## src/rtl/mem_requester.sv

```systemverilog
// mem_requester: initiator-side front end for the memory interface.
// Arbitrates between the instruction-fetch port and the data load/store port,
// runs one memory access at a time for WAIT_CYCLES cycles, and returns a
// single-cycle response pulse to whichever port owned the access.
// Optional feature: define MEM_REQUESTER_RR_ARB_EN for round-robin arbitration;
// without it, data always wins over instruction.
module mem_requester #(
  parameter int MEM_WIDTH   = 32,
  parameter int MEM_SIZE    = 256,
  parameter int WAIT_CYCLES = 1,
  localparam int AW         = $clog2(MEM_SIZE)
) (
  input  logic                 clk,
  input  logic                 rst_n,
  input  logic                 i_req_valid,
  input  logic [AW-1:0]        i_req_addr,
  output logic                 i_req_ready,
  output logic                 i_rsp_valid,
  output logic [MEM_WIDTH-1:0] i_rsp_data,
  input  logic                 d_req_valid,
  input  logic                 d_req_write,
  input  logic [AW-1:0]        d_req_addr,
  input  logic [MEM_WIDTH-1:0] d_req_wdata,
  output logic                 d_req_ready,
  output logic                 d_rsp_valid,
  output logic [MEM_WIDTH-1:0] d_rsp_data,
  output logic [AW-1:0]        mem_addr,
  output logic                 mem_read_en,
  output logic                 mem_write_en,
  input  logic [MEM_WIDTH-1:0] mem_read_val,
  output logic [MEM_WIDTH-1:0] mem_write_val
);

  // The wait counter starts at WAIT_CYCLES-1 so the enables stay up exactly
  // WAIT_CYCLES cycles (legal range 1..15 fits in four bits).
  localparam logic [3:0] CNT_INIT = 4'(WAIT_CYCLES - 1);

  typedef enum logic [1:0] {IDLE, ACCESS, RESP} state_t;

  state_t                 state;
  state_t                 state_next;
  logic   [3:0]           wait_cnt;
  logic                   owner_d;
  logic                   write_q;
  logic   [AW-1:0]        addr_q;
  logic   [MEM_WIDTH-1:0] wdata_q;
  logic   [MEM_WIDTH-1:0] i_data_q;
  logic   [MEM_WIDTH-1:0] d_data_q;
  logic                   grant_d;
  logic                   grant_i;
  logic                   accept_d;
  logic                   accept_i;

`ifdef MEM_REQUESTER_RR_ARB_EN
  logic prefer_d;

  // Round-robin choice: the preferred port wins a tie, otherwise whoever is valid.
  always_comb begin
    grant_d  = d_req_valid && (prefer_d || !i_req_valid);
    grant_i  = i_req_valid && !grant_d;
    accept_d = rst_n && (state == IDLE) && grant_d;
    accept_i = rst_n && (state == IDLE) && grant_i;
  end

  // After each grant the preference moves to the port that was not served.
  always_ff @(posedge clk) begin
    if (!rst_n) begin
      prefer_d <= 1'b1;
    end else if (accept_d || accept_i) begin
      prefer_d <= accept_i;
    end
  end
`else
  // Fixed priority: a valid data request always beats a fetch.
  always_comb begin
    grant_d  = d_req_valid;
    grant_i  = i_req_valid && !d_req_valid;
    accept_d = rst_n && (state == IDLE) && grant_d;
    accept_i = rst_n && (state == IDLE) && grant_i;
  end
`endif

  // State register; reset abandons any access in flight.
  always_ff @(posedge clk) begin
    if (!rst_n) begin
      state <= IDLE;
    end else begin
      state <= state_next;
    end
  end

  // Next-state logic: IDLE -> ACCESS on accept, ACCESS -> RESP when the wait expires, RESP -> IDLE.
  always_comb begin
    state_next = state;
    case (state)
      IDLE:    if (accept_d || accept_i) state_next = ACCESS;
      ACCESS:  if (wait_cnt == 4'd0)     state_next = RESP;
      RESP:    state_next = IDLE;
      default: state_next = IDLE;
    endcase
  end

  // Request latching, wait counting and read-data capture into the owner's register.
  always_ff @(posedge clk) begin
    if (!rst_n) begin
      wait_cnt <= 4'd0;
      owner_d  <= 1'b0;
      write_q  <= 1'b0;
      addr_q   <= '0;
      wdata_q  <= '0;
      i_data_q <= '0;
      d_data_q <= '0;
    end else if (accept_d || accept_i) begin
      wait_cnt <= CNT_INIT;
      owner_d  <= accept_d;
      write_q  <= accept_d && d_req_write;
      addr_q   <= accept_d ? d_req_addr : i_req_addr;
      if (accept_d) begin
        wdata_q <= d_req_wdata;
      end
    end else if (state == ACCESS) begin
      if (wait_cnt == 4'd0) begin
        if (!write_q) begin
          if (owner_d) begin
            d_data_q <= mem_read_val;
          end else begin
            i_data_q <= mem_read_val;
          end
        end
      end else begin
        wait_cnt <= wait_cnt - 4'd1;
      end
    end
  end

  // Outputs decoded from state and latched registers only, except the combinational ready.
  always_comb begin
    i_req_ready   = accept_i;
    d_req_ready   = accept_d;
    mem_read_en   = (state == ACCESS) && !write_q;
    mem_write_en  = (state == ACCESS) && write_q;
    i_rsp_valid   = (state == RESP) && !owner_d;
    d_rsp_valid   = (state == RESP) && owner_d;
    mem_addr      = addr_q;
    mem_write_val = wdata_q;
    i_rsp_data    = i_data_q;
    d_rsp_data    = d_data_q;
  end

endmodule

```

## config.mk

```make
export PLATFORM = sky130hd
export DESIGN_NAME = mem_requester
export DESIGN_NICKNAME = d
export VERILOG_FILES = /design/src/rtl/mem_requester.sv
export SDC_FILE = /design/constraint.sdc
export NUM_CORES = 1
export LEC_CHECK = 0
export BUFFER_PORTS_ARGS = -buffer_cell sky130_fd_sc_hd__buf_2
export CELL_PAD_IN_SITES_DETAIL_PLACEMENT = 0
export CELL_PAD_IN_SITES_GLOBAL_PLACEMENT = 1
export CORE_MARGIN = 4
export CORE_UTILIZATION = 33
export DETAILED_ROUTE_END_ITERATION = 10
export HOLD_SLACK_MARGIN = 0.05
export PLACE_DENSITY_LB_ADDON = 0.1
export SLEW_MARGIN = 30
export SYNTH_ARGS = -nofsm -noshare
export SYNTH_HDL_FRONTEND = slang
export SYNTH_SLANG_ARGS = --single-unit
```

## constraint.sdc

```tcl
create_clock -name clk -period 2.01 [get_ports clk]
set_input_delay 0.1005 -clock clk [delete_from_list [all_inputs] [get_ports clk]]
set_output_delay 0.1005 -clock clk [all_outputs]
set_load 0.02 [all_outputs]
```

After elaboration in Yosys (flattened, before gate mapping)
Index checks and enable logic that the tools add are counted.
{"block": "word_totals", "output_inout_bits": 110, "in_bits": 85, "reg_bits": 112, "elab_cells": 43}
{"block": "classes", "bitwise_logic": 5, "n_addsub": 1, "muxes": 4, "reduce_logical": 21, "n_eq_ne": 4}
{"cell": "$reduce_and A5 Y1", "n": 2}
{"cell": "$logic_and A1 B1 Y1", "n": 9}
{"cell": "$mux W8", "n": 1}
{"cell": "$reduce_and A2 Y1", "n": 3}
{"cell": "$not A1 Y1", "n": 5}
{"cell": "$logic_not A4 Y1", "n": 1}
{"cell": "$mux W2", "n": 2}
{"cell": "$pmux W2 S2", "n": 1}
{"cell": "$sub A4 B1 Y4 const B", "n": 1}
{"cell": "$logic_not A1 Y1", "n": 3}
{"cell": "$eq A2 B1 Y1 const B", "n": 1}
{"cell": "$eq A2 B2 Y1 const B", "n": 1}
{"cell": "$logic_not A2 Y1", "n": 1}
{"cell": "$ne A2 B1 Y1 const B", "n": 1}
{"cell": "$ne A2 B2 Y1 const B", "n": 1}
{"cell": "$reduce_or A2 Y1", "n": 1}
{"cell": "$logic_or A1 B1 Y1", "n": 1}

Longest topological paths before layout
{"block": "depth", "word_depth": 6, "mapped_depth": 7, "mapped_depth_nobuf": 5}

Worst setup path after synthesis
No wires, ideal clock.
{"block": "synth_path", "kind": "register to register", "start": "register wait_cnt[0]", "end": "register i_data_q[0] (netlist: i_rsp_data[0])", "setup_time_ps": 118, "path_stages_with_launch": 8, "required_ps": 1892, "path_slack_ps": 176, "n_path_buf": 2, "t_arrival_ps": 1715, "cell_sequence": "dfxtp_1 inv_1 ha_1 or3b_1 or4_1 buf_6 buf_12 mux2i_1"}
{"block": "synth_via", "elab_chain_cells": 2}
{"item": "start: declaration", "line_no": "42", "text": "logic [3:0] wait_cnt;"}
{"item": "start signal: assignment", "line_no": "131", "text": "wait_cnt <= wait_cnt - 4'd1;"}
{"item": "$logic_not A4 Y1", "line_no": "122", "text": "if (wait_cnt == 4'd0) begin"}
{"item": "$reduce_and A5 Y1 (no line)"}
{"item": "end signal: assignment", "line_no": "127", "text": "i_data_q <= mem_read_val;"}
{"item": "end: declaration", "line_no": "47", "text": "logic [MEM_WIDTH-1:0] i_data_q;"}
No other way between the ends.
A chain may end at the register's enable or synchronous reset.

Final worst setup path
{"block": "layout_path", "start": "register state[1]", "end": "output port i_req_ready"}
{"block": "layout_via", "elab_chain_cells": 3}
{"item": "start: declaration", "line_no": "40", "text": "state_t state;"}
{"item": "start signal: assignment", "line_no": "88", "text": "state <= state_next;"}
{"item": "$logic_not A2 Y1", "line_no": "79", "text": "accept_i = rst_n && (state == IDLE) && grant_i;"}
{"item": "$logic_and A1 B1 Y1 (2 in series)", "line_no": "79"}
{"item": "end: declaration", "line_no": "17", "text": "output logic i_req_ready,"}
No other way between the ends.

==> results.toml <==
[timing]
setup_tns_ps = 0
finalCritPeriodShare_pct = 93.35
slew_violations = 0
hold_viol = 0
min_period_ps = 1876
fmax_mhz = 533.0
clock-skew-final_ps = 6.277
slew-limit-headroom_pct = 46.05
finalSetupViolCount = 0
tightestPinTransition_ps = 809.3
rsz0062_at_grt = "no"

[route]
ant_nets = 0
drt-initial-drc-count = 184
drc = 0
num_vias = 4041
dr.pass1.iters = 4
wl_mm = 12.28
wl_per_cell_um = 13.61
vias_per_cell = 4.480

[floorplan]
die_w_um = 121.7
rows = 41
fp.dieH_um = 121.7
core-area_um2 = 12620
start_util_pct = 33.82
dieArea_um2 = 14820
pin_count = 195

[synthesis]
synthFlopType = "dfxtp_1"
synth_cell_types = 31
yosys_warnings = 0
synth_mux_area_share_pct = 18.76
yosysSeqAreaShare_pct = 52.54
syn-num-nets = 549
synthAdderAreaFrac_pct = 0.2932
synth_top_family_by_area = "multiplexers"
synthSimpleGateAreaFrac_pct = 18.38
synth_edf_count = 0
async_flop_share_pct = 0
synth_compound_area_share_pct = 5.424
mappedNetlistArea_um2 = 4268
netlist_instances = 463
yosys_register_bits = 112
syn-mean-instance-area_um2 = 9.218
synth_xor_xnor_area_share_pct = 0

[worst_setup_path]
cp.required_ps = 1910
worstPathMaxFanout = 7
worst-setup-path-type = "reg -> out"
rr_endpoint = "wait_cnt[3]"
ff2ff_setup_slack_ps = 150
reg2reg_depth = 7
crit_path_start = "state[1]"
cp-end-kind = "output pin"
arrival_ps = 1780
rr_startpoint = "wait_cnt[0]"
startpoint_type = "flip-flop"

[clock_tree]
htree_num_levels = 3
cts_tree = "done"
cts_buffers = 9
clockBufferDepth = 2
clockRootBuffer = "clkbuf_16"
clk_latency_ps = 340
clock-sinks = 112
path_clk_slew_ps = 70

[placement]
dpl.hpwl_mm = 7.984
finalWeightedCongestion = 0.7229
io_buffers = 194

[layout]
diodes = 0
final_core_util_pct = 51.59
area_growth_pct = 52.54
fill_cells = 1218
nets = 811
drive_above_1_share_pct = 31.10

[hold_path]
min-delay-start = "i_req_addr[7]"
hold_end = "mem_addr[7]"
min_path_cells = 3
min_path_type = "in -> reg"

[power]
total_leakage_power_nw = 3.380
vdd_drop_max_mv = 0.4541
p_per_area_nw_per_um2 = 799.9

[job]
cap_violations = 0

[grt]
gr-usage-all-layers_pct = 16.53
antenna_found_initial = 0
grt.overflow.total = 0
grt_max_degree = 83
grt_pass1_vias = 4134
grt_pass1_wl_mm = 19.69

[outcome]
status = "finished clean"
-- cell families (layout without fill, tap and decap cells) --
logic type      Yosys count  in the layout
buf+inv                  35            302
mux                      80             80
flops                   112            112
compound gates           44             44
fa+ha+maj                 1              1
simple gates            191            191
-- power breakdown --
group          switching, mW  internal, mW  total (mW)
registers             0.0803          2.36        2.44
clock network          0.809          1.03        1.84
logic                  0.508         0.415       0.923
total                   1.40          3.81        5.21
-- placed cells by master (no fill, tap or decap), types with 2 or more instances in the layout --
master         instances
mux2i_1               80
nor3b_1                3
o21ai_0               36
clkbuf_16             10
inv_1                  4
buf_12                 3
a21oi_1                4
clkinvlp_4             2
nor2_1                 4
clkbuf_8               2
buf_2                193
dfxtp_1              112
dlygate4sd3_1         77
nand2_1              170
clkinv_2               2
buf_4                  8
-- worst max path at each step --
stage	end	slack, ps	depth (start not counted)
finish	i_req_ready	130	3
global route	i_req_ready	50	3
CTS	i_rsp_data[11]	20	6
detailed placement	i_rsp_data[3]	30	6
global placement	i_rsp_data[12]	50	6
floorplan	i_rsp_data[0]	180	7
-- metal layers --
layer / up-vias / GRT usage [%] / part of all wire, %
li1: 2048 / - / -
met1: 1844 / 20.69 / 44
met2: 134 / 26.74 / 47
met3: 15 / 4.921 / 7.8
met4: 0 / 6.653 / 1.8
met5: - / 0 / 0
-- flip-flops by register name, indices dropped and copies added, names as in the netlist --
signal	flops
i_rsp_data	32
state	2
write_q	1
wait_cnt	4
mem_addr	8
d_rsp_data	32
owner_d	1
mem_write_val	32
-- what timing repair did --
| action | CTS | global route |
|---|---|---|
| hold buffers | 77 | 0 |
| resized for setup | 0 | 1 |
| buffers inserted | 0 | 0 |
| endpoints found under the setup margin | 0 | 32 |
| endpoints found under the hold margin | 103 | 0 |
-- per-stage QoR --
stage / hold slack [ps] / power [mW] / std cells / setup slack [ps] / instance area [um2]
2_1_floorplan: 209.1 / 2.991 / 463 / 176.4 / 4268
3_3_place_gp: 292.9 / 3.276 / 808 / 54.26 / 5404
3_5_place_dp: 301.5 / 3.288 / 808 / 28.30 / 5404
4_1_cts: 52.67 / 5.266 / 901 / 16.45 / 6482
5_1_grt: 87.64 / 5.454 / 902 / 45.32 / 6510
6_report: 57.86 / 5.208 / 902 / 133.7 / 6510
-- critical path, cell delays in order (launching register included) --
cell and delay [ps]:
dfxtp_1 370, or3b_2 530, nor3b_1 300, buf_2 230
-- cell type report --
type / count / area (um2) / area share [%]
clock inverters: 5 / 55.05 / 0.8457
flip-flops and latches: 112 / 2242 / 34.44
inverters: 4 / 15.01 / 0.2306
repair buffers: 282 / 1882 / 28.91
multi-input cells: 316 / 1848 / 28.39
clock buffers: 11 / 252.7 / 3.882
well taps: 172 / 215.2 / 3.306
-- cell usage after synthesis (3+ instances only) --
cell type	n	area, um2
buf_12	3	60.06
dfxtp_1	112	2242
buf_2	7	35.03
nand2_1	170	638.1
mux2i_1	80	800.8
nor3b_1	3	22.52
nor2_1	4	15.01
inv_1	4	15.01
a21oi_1	4	20.02
o21ai_0	36	180.2
clkbuf_1	20	75.07
No activity file was read; power rests on OpenSTA's default activity.
